## src/rtl/lzd_norm_if.sv

```systemverilog
// Handshake and data bundle for lzd_norm: upstream operand/numz/exponent side and downstream result side.
// The slave modport is the normalizer's view; master is the producer/consumer view.
interface lzd_norm_if #(
   parameter int DW = 48,
   parameter int SW = 6,
   parameter int EW = 8
);
   logic          in_valid;
   logic          in_ready;
   logic [DW-1:0] din;
   logic [SW-1:0] numz;
   logic [EW-1:0] exp_in;
   logic          out_valid;
   logic          out_ready;
   logic [DW-1:0] dout;
   logic [EW-1:0] exp_out;
   logic          zero;
   logic          uflow;
   logic          norm_err;

   modport master (
      output in_valid, din, numz, exp_in, out_ready,
      input  in_ready, out_valid, dout, exp_out, zero, uflow, norm_err
   );

   modport slave (
      input  in_valid, din, numz, exp_in, out_ready,
      output in_ready, out_valid, dout, exp_out, zero, uflow, norm_err
   );
endinterface

```

## src/rtl/lzd_norm.sv

```systemverilog
// Two-stage normalizer: coarse 16-bit-granular shift in stage 1, fine shift plus exponent adjust in stage 2.
// Optional sticky consistency check on the normalized MSB is enabled by defining LZD_NORM_CHECK_EN.
module lzd_norm #(
   parameter int DW = 48,
   parameter int SW = 6,
   parameter int EW = 8
) (
   input  logic   clk,
   input  logic   reset,
   input  logic   scan_in0,
   input  logic   scan_en,
   input  logic   test_mode,
   output logic   scan_out0,
   lzd_norm_if.slave bus
);

   logic          s1_valid;
   logic [DW-1:0] s1_data;
   logic [SW-1:0] s1_nz;
   logic [EW-1:0] s1_exp;

   logic          s2_valid;
   logic [DW-1:0] dout_q;
   logic [EW-1:0] exp_q;
   logic          zero_q;
   logic          uflow_q;

   logic          adv;
   logic          s2_load;
   logic          in_fire;
   logic [SW-1:0] nz;
   logic [DW-1:0] coarse;
   logic [DW-1:0] fine;
   logic          s1_zero;
   logic          s1_uflow;
   logic [EW-1:0] exp_diff;
   logic          unused_scan;

   assign adv         = ~s2_valid | bus.out_ready;
   assign s2_load     = adv & s1_valid;
   assign bus.in_ready = ~s1_valid | adv;
   assign in_fire     = bus.in_valid & bus.in_ready;

   // Counts above the operand width are clamped; a count of DW then shifts everything out.
   assign nz     = (bus.numz > SW'(DW)) ? SW'(DW) : bus.numz;
   assign coarse = bus.din << {nz[SW-1:4], 4'b0000};

   assign fine     = s1_data << s1_nz[3:0];
   assign s1_zero  = (s1_nz == SW'(DW));
   assign s1_uflow = (EW'(s1_nz) > s1_exp);
   assign exp_diff = s1_exp - EW'(s1_nz);

   always_ff @(posedge clk or negedge reset) begin
      if (!reset) begin
         s1_valid <= 1'b0;
         s1_data  <= '0;
         s1_nz    <= '0;
         s1_exp   <= '0;
      end else begin
         if (bus.in_ready) s1_valid <= bus.in_valid;
         if (in_fire) begin
            s1_data <= coarse;
            s1_nz   <= nz;
            s1_exp  <= bus.exp_in;
         end
      end
   end

   // Result registers change only when stage 2 actually loads, so values persist after out_valid drops.
   always_ff @(posedge clk or negedge reset) begin
      if (!reset) begin
         s2_valid <= 1'b0;
         dout_q   <= '0;
         exp_q    <= '0;
         zero_q   <= 1'b0;
         uflow_q  <= 1'b0;
      end else begin
         if (adv) s2_valid <= s1_valid;
         if (s2_load) begin
            dout_q  <= s1_zero ? '0 : fine;
            exp_q   <= (s1_zero || s1_uflow) ? '0 : exp_diff;
            zero_q  <= s1_zero;
            uflow_q <= s1_uflow & ~s1_zero;
         end
      end
   end

   assign bus.out_valid = s2_valid;
   assign bus.dout      = dout_q;
   assign bus.exp_out   = exp_q;
   assign bus.zero      = zero_q;
   assign bus.uflow     = uflow_q;

`ifdef LZD_NORM_CHECK_EN
   logic err_pend;
   logic norm_err_q;

   // A non-zero result whose MSB is clear means numz disagreed with din; flag it one edge later and hold.
   always_ff @(posedge clk or negedge reset) begin
      if (!reset) begin
         err_pend   <= 1'b0;
         norm_err_q <= 1'b0;
      end else begin
         err_pend   <= s2_load & ~s1_zero & ~fine[DW-1];
         norm_err_q <= norm_err_q | err_pend;
      end
   end

   assign bus.norm_err = norm_err_q;
`else
   assign bus.norm_err = 1'b0;
`endif

   assign scan_out0   = 1'b0;
   assign unused_scan = ^{scan_in0, scan_en, test_mode};

endmodule

```

## src/flat_wrapper.sv

```systemverilog
// flat-port wrapper written by rule: the top's interface ports become plain ports
module lzd_norm_flat 
#(
   parameter int DW = 48,
   parameter int SW = 6,
   parameter int EW = 8
)
  (clk, reset, scan_in0, scan_en, test_mode, scan_out0, bus_in_valid, bus_din, bus_numz, bus_exp_in, bus_out_ready, bus_in_ready, bus_out_valid, bus_dout, bus_exp_out, bus_zero, bus_uflow, bus_norm_err);
  lzd_norm_if #(.DW(DW), .SW(SW), .EW(EW)) bus_i ();
  input  logic clk;
  input  logic reset;
  input  logic scan_in0;
  input  logic scan_en;
  input  logic test_mode;
  output logic scan_out0;
  input wire logic [$bits(bus_i.in_valid)-1:0] bus_in_valid;
  input wire logic [$bits(bus_i.din)-1:0] bus_din;
  input wire logic [$bits(bus_i.numz)-1:0] bus_numz;
  input wire logic [$bits(bus_i.exp_in)-1:0] bus_exp_in;
  input wire logic [$bits(bus_i.out_ready)-1:0] bus_out_ready;
  output wire logic [$bits(bus_i.in_ready)-1:0] bus_in_ready;
  output wire logic [$bits(bus_i.out_valid)-1:0] bus_out_valid;
  output wire logic [$bits(bus_i.dout)-1:0] bus_dout;
  output wire logic [$bits(bus_i.exp_out)-1:0] bus_exp_out;
  output wire logic [$bits(bus_i.zero)-1:0] bus_zero;
  output wire logic [$bits(bus_i.uflow)-1:0] bus_uflow;
  output wire logic [$bits(bus_i.norm_err)-1:0] bus_norm_err;
  assign bus_i.in_valid = bus_in_valid;
  assign bus_i.din = bus_din;
  assign bus_i.numz = bus_numz;
  assign bus_i.exp_in = bus_exp_in;
  assign bus_i.out_ready = bus_out_ready;
  assign bus_in_ready = bus_i.in_ready;
  assign bus_out_valid = bus_i.out_valid;
  assign bus_dout = bus_i.dout;
  assign bus_exp_out = bus_i.exp_out;
  assign bus_zero = bus_i.zero;
  assign bus_uflow = bus_i.uflow;
  assign bus_norm_err = bus_i.norm_err;
  lzd_norm #(.DW(DW), .SW(SW), .EW(EW)) u_core (.clk(clk), .reset(reset), .scan_in0(scan_in0), .scan_en(scan_en), .test_mode(test_mode), .scan_out0(scan_out0), .bus(bus_i));
endmodule
```

## config.mk

```make
export PLATFORM = sky130hd
export DESIGN_NAME = lzd_norm_flat
export DESIGN_NICKNAME = d
export VERILOG_FILES = /design/src/rtl/lzd_norm_if.sv /design/src/rtl/lzd_norm.sv /design/src/flat_wrapper.sv
export SDC_FILE = /design/constraint.sdc
export NUM_CORES = 1
export LEC_CHECK = 0
export BUFFER_PORTS_ARGS = -buffer_cell sky130_fd_sc_hd__buf_4
export CAP_MARGIN = 20
export CORE_UTILIZATION = 58
export CTS_BUF_LIST = sky130_fd_sc_hd__clkbuf_8
export CTS_CLUSTER_SIZE = 12
export DETAILED_ROUTE_END_ITERATION = 7
export PLACE_DENSITY = 0.83
export SYNTH_ARGS = -nofsm -noshare
export SYNTH_HDL_FRONTEND = slang
export SYNTH_SLANG_ARGS = --single-unit
```

## constraint.sdc

```tcl
create_clock -name clk -period 5.9 [get_ports clk]
set_clock_uncertainty 0.05 [all_clocks]
set_input_delay 0.295 -clock clk [delete_from_list [all_inputs] [get_ports clk]]
set_output_delay 0.295 -clock clk [all_outputs]
set_load 0.02 [all_outputs]
```

# ---- Word-level counts from Yosys, hierarchy flattened
# Index checks and enable logic that the tools add are counted.
dict set report classes {
  reduce_logical 1
  magnitude_cmp 2
  n_mux 3
  n_shift 2
  eq_ne 1
  n_addsub 1
  bitwise 8
}
# cell n
set op_table {}
lappend op_table {{48-bit 2-to-1 mux} 1}
lappend op_table {{48-bit by 4-bit << shifter with 48-bit output} 1}
lappend op_table {{48-bit by 6-bit << shifter with 48-bit output} 1}
lappend op_table {{6-bit by 8-bit greater-than comparator with 1-bit output} 1}
lappend op_table {{8-bit 2-to-1 mux} 1}
lappend op_table {{8-bit by 6-bit subtractor with 8-bit output} 1}
lappend op_table {{6-bit == test (second input constant)} 1}
lappend op_table {{6-bit greater-than comparator (second input constant)} 1}
lappend op_table {{6-bit 2-to-1 mux} 1}
lappend op_table {{1-bit AND} 3}
lappend op_table {{1-bit inverter} 3}
lappend op_table {{1-bit bitwise OR} 2}
lappend op_table {{1-bit logical OR} 1}
dict set report word_totals {
  word_cells 27
  ff_bits 122
}

# ---- Depth between registers and ports, before layout
dict set report depth {
  ltp_word 4
  depth_mapped 9
  mapped_depth_nobuf 9
}

# ---- Least setup slack after synthesis
# No wires, ideal clock.
dict set report synth_path {
  path_kind {flip-flop to flip-flop}
  from {reg u_core.s1_nz[1]}
  to {reg u_core.exp_q[5], in the netlist u_core.bus.exp_out[5]}
  path_slack_ns 3.428
  arrival_ns 2.300
  setup_ns 0.122
  stages_incl_launch_ff 10
  period_less_slack_ns 2.472
  cell_sequence {dfrtp_1 buf_6 buf_12 clkinv_1 fa_1 a21oi_1 o22ai_1 o41ai_2 nor2_1 a32o_1}
}
dict set report synth_between {
  elab_chain_cells 3
  elab_cells_between_ends 5
}
# element line_no
set synth_rtl {}
lappend synth_rtl {{start, declared} lzd_norm.sv:19} ;# logic [SW-1:0] s1_nz;
lappend synth_rtl {{start signal, assigned} lzd_norm.sv:63} ;# s1_nz <= nz;
lappend synth_rtl {{6-bit by 8-bit greater-than comparator with 1-bit output or 6-bit == test (tied branches)} {lzd_norm.sv:50, lzd_norm.sv:49}}
lappend synth_rtl {{1-bit logical OR} lzd_norm.sv:81} ;# exp_q <= (s1_zero || s1_uflow) ? '0 : exp_diff;
lappend synth_rtl {{8-bit 2-to-1 mux *} lzd_norm.sv:81}
lappend synth_rtl {{end signal, assigned} lzd_norm.sv:81}
lappend synth_rtl {{end, declared} lzd_norm.sv:24} ;# logic [EW-1:0] exp_q;
# Mark *: on every way between the ends. The rest lies on a longest branch, timed or not.
# A chain may end at the register's enable or synchronous reset.

# ---- Final worst setup path
# Same ends and word-level chain as after synthesis.

==> summary.txt <==
Yosys
  • Post-synth cell types: 51
  • Top post-synthesis cells by count: dfrtp_1, mux2i_1, nand2_1
  • Synth top area share: 42.7%
  • Syn Area/Cell: 10.4 um^2
  • Leading area contributor after synthesis: dfrtp_1
  • Ys Warns: 0
  • Count leader, synth: dfrtp_1
  • Sequential share of the synthesized area: 42.7%
  • Async SR Flop Fraction: 100%
  • Post-Syn Instances: 686
  • Top FF cell, synth: dfrtp_1
  • Post-synthesis cell area: 7140 um^2
  • Register bit total from synthesis: 122
  • Synth area leaders: dfrtp_1, mux2i_1, nand2_1
  • Post-synth EDFFs: 0

Placement
  • Placer congestion estimate: 0.955
  • DP HPWL: 14000 um
  • Port Buffers: 125
  • Cell Area, Placed: 8030 um^2

Global routing
  • GRT overflow: 0
  • Global-route wire length before repair: 30700 um
  • Vias in the first global route: 5665
  • GR peak layer: met2
  • Met3 Resource Use GR: 5.14%
  • Total GRT Usage: 31.1%
  • Initial antenna violation count: 0
  • Met2 GRT Util: 46.6%
  • Largest net degree at the start of global routing: 72
  • Grt met1 use: 46.0%

STA
  • Period minus WS final: 3.37 ns
  • Max Fclk: 296 MHz
  • Tcrit/Tclk final: 57.2%
  • Worst-Margin Slew: 1.01 ns
  • Max Slew Vio Count: 0
  • Final hold violations: 0
  • Relative slew margins: 32.7%
  • # setup viols final: 0
  • TNS Setup: 0 ns
  • WHS: 0.0210 ns
  • RSZ-0062 raised after global routing: false

Floorplan
  • Row count: 40
  • Starting density of the core: 59.5%
  • I/O Pins: 131
  • Die width: 113 um
  • Core box area: 12000 um^2
  • Die Height: 113 um
  • Die ar.: 12800 um^2

Drt
  • Post-Route WL: 19000 um
  • Final antenna-violating net count: 0
  • Initial DRC Count: 512
  • Remaining routing DRC violations: 0
  • Pre-Repair DR Iteration Count: 5
  • DR WL/cell: 20.0 um
  • Vias/cell: 6.27
  • Via count: 5929

Setup path
  • Reg-to-reg critical path endpoint: u_core.bus.exp_out[5]
  • WP depth: 8
  • Crit path launch: u_core.s1_nz[1]
  • Required @ worst endpoint: 6.18 ns
  • Critical Path End Type: register
  • R2r startpoint: u_core.s1_nz[1]
  • Reg2Reg Setup Slack: 2.53 ns
  • Crit path to: u_core.bus.exp_out[5]
  • Crit-path leading delay family: compound AO/OA/AOI/OAI gates
  • Crit path max-delay cell type: fa_1
  • CP arrival: 3.65 ns
  • Largest stage delay, worst path: 0.54 ns
  • CP Max Fanout: 47
  • Critical Path Source Type: register
  • Critical path buffer and inverter count: 2
  • Worst Reg-to-Reg Cells: 8
  • Worst path cell trace: buf_4 > clkinv_1 > fa_1 > a21oi_1 > o22ai_1 > o41ai_2 > nor2_1 > a32o_1
  • Setup CP Type: reg2reg

Layout
  • Multi-input gate area: 3760 um^2
  • FF/Latch Area: 3060 um^2
  • Fillers: 889
  • Final instance area: 8550 um^2
  • Nets: 862
  • Antenna diodes: 0
  • Fin util: 71.2%
  • Synthesis-to-finish area growth: 19.6%
  • Share of layout cells above drive strength 1: 26.2%

Clock network
  • CTS Hold Bufs: 1
  • Worst skew pair latency: 0.43 ns
  • CTS tree: built
  • Post_cts resized: 0
  • Depth of the CTS H-tree: 4
  • Clock transition at path regs: 0.08 ns
  • Clk buf depth: 2
  • Root Buffer: clkbuf_8
  • CTS Buf Count: 17
  • CTS sink count: 122
  • Post CTS Setup Buffer Count: 0

Power
  • Final Total Pwr: 0.00308 W
  • Power Density: 360 nW/um^2
  • Peak VDD IR: 140 uV
  • Pleak: 4.05 nW

Run
  • Max_cap viols: 0

Status
  • Status: completed

Worst hold path
  • Worst min path class: in2reg
layer usage:
| layer | wire length, um | vias to the layer above |
|---|---|---|
| met4 | 374 | 0 |
| met2 | 8680 | 244 |
| li1 | - | 2743 |
| met5 | 0 | - |
| met1 | 8880 | 2919 |
| met3 | 1020 | 23 |
where the power goes:
group | internal (W) | leakage (nW) | total (W) | switching (W)
clock network | 0.000504 | 0.221 | 0.000843 | 0.000339
logic | 0.000480 | 2.25 | 0.00110 | 0.000617
registers | 0.00100 | 1.57 | 0.00114 | 0.000136
total | 0.00199 | 4.05 | 0.00308 | 0.00109
state kept, by name, indices dropped and copies added (netlist names):
| name | cells |
|---|---|
| u_core.s1_nz | 6 |
| u_core.bus.out_valid | 1 |
| u_core.bus.exp_out | 8 |
| u_core.s1_exp | 8 |
| u_core.bus.zero | 1 |
| u_core.s1_data | 48 |
| u_core.bus.uflow | 1 |
| u_core.s1_valid | 1 |
| u_core.bus.dout | 48 |
cell usage in the layout (no fill, tap or decap), drive strengths merged, types with 2 or more instances in the layout:
cell / Yosys / final
a211oi: 2 / 2
a21o: 17 / 17
a21oi: 23 / 23
a221o: 12 / 12
a221oi: 5 / 5
a22o: 20 / 20
a22oi: 12 / 12
and2: 2 / 2
buf: 29 / 134
bufinv: 0 / 4
clkbuf: 26 / 21
clkinv: 1 / 3
clkinvlp: 0 / 4
conb: 1 / 2
dfrtp: 122 / 122
ha: 6 / 6
inv: 10 / 11
mux2: 22 / 22
mux2i: 116 / 116
mux4: 12 / 12
nand2: 78 / 78
nand2b: 8 / 8
nand3: 5 / 5
nor2: 41 / 41
nor2b: 3 / 3
nor3: 4 / 4
o211ai: 4 / 4
o21ai: 39 / 39
o21bai: 3 / 3
o221ai: 2 / 2
o22ai: 23 / 23
o31ai: 23 / 23
o41ai: 2 / 2
xor2: 2 / 2
final cells by class:
cell class                      count  share of cell area [%]
Tap cell                          147                    2.15
Clock buffer                       21                    3.38
Multi-Input combinational cell    499                    44.0
Timing Repair Buffer              135                    12.3
Sequential cell                   122                    35.7
Clock inverter                     11                    1.96
Inverter                           11                   0.483
worst min-delay path by stage:
stage             startpoint                  to  slack, ns  cells after the start
6_report        bus_in_valid     u_core.s1_valid       0.02                      2
5_1_grt        bus_exp_in[2]    u_core.s1_exp[2]       0.01                      2
4_1_cts         bus_in_valid     u_core.s1_valid       0.01                      2
3_5_place_dp           reset  u_core.s1_data[45]       0.35                      1
3_3_place_gp           reset  u_core.s1_data[45]       0.34                      1
2_1_floorplan          reset  u_core.bus.dout[0]      -0.05                      0
through the flow:
step                      worst slack (ns)  cells
final                                 2.53    946
after global routing                  2.31    946
after CTS                             2.52    943
after detailed placement              2.53    910
after global placement                2.63    909
after floorplan                       3.43    687
worst register-to-register path: cells and delay by family (launching register included):
kind                       cells  cell delay (ns)
AOI/OAI and AO/OA              4             1.16
buffers and inverters          2             1.03
adders and majority gates      1             0.54
DFF                            1             0.34
and+or+nand+nor                1             0.14
cells by family (layout without fill, tap and decap cells):
group	after synthesis	after routing	synth area share, %
multiplexers	150	150	23.5
AO/OA/AOI/OAI	190	190	18.5
flip-flops	122	122	42.7
adder cells (fa/ha/maj)	7	7	1.33
buffers and inverters	66	178	4.75
AND/OR/NAND/NOR	147	147	8.77
XOR/XNOR	3	3	0.368
other	1	2	0.0525
Note: power is estimated with default switching activity, not from simulation.
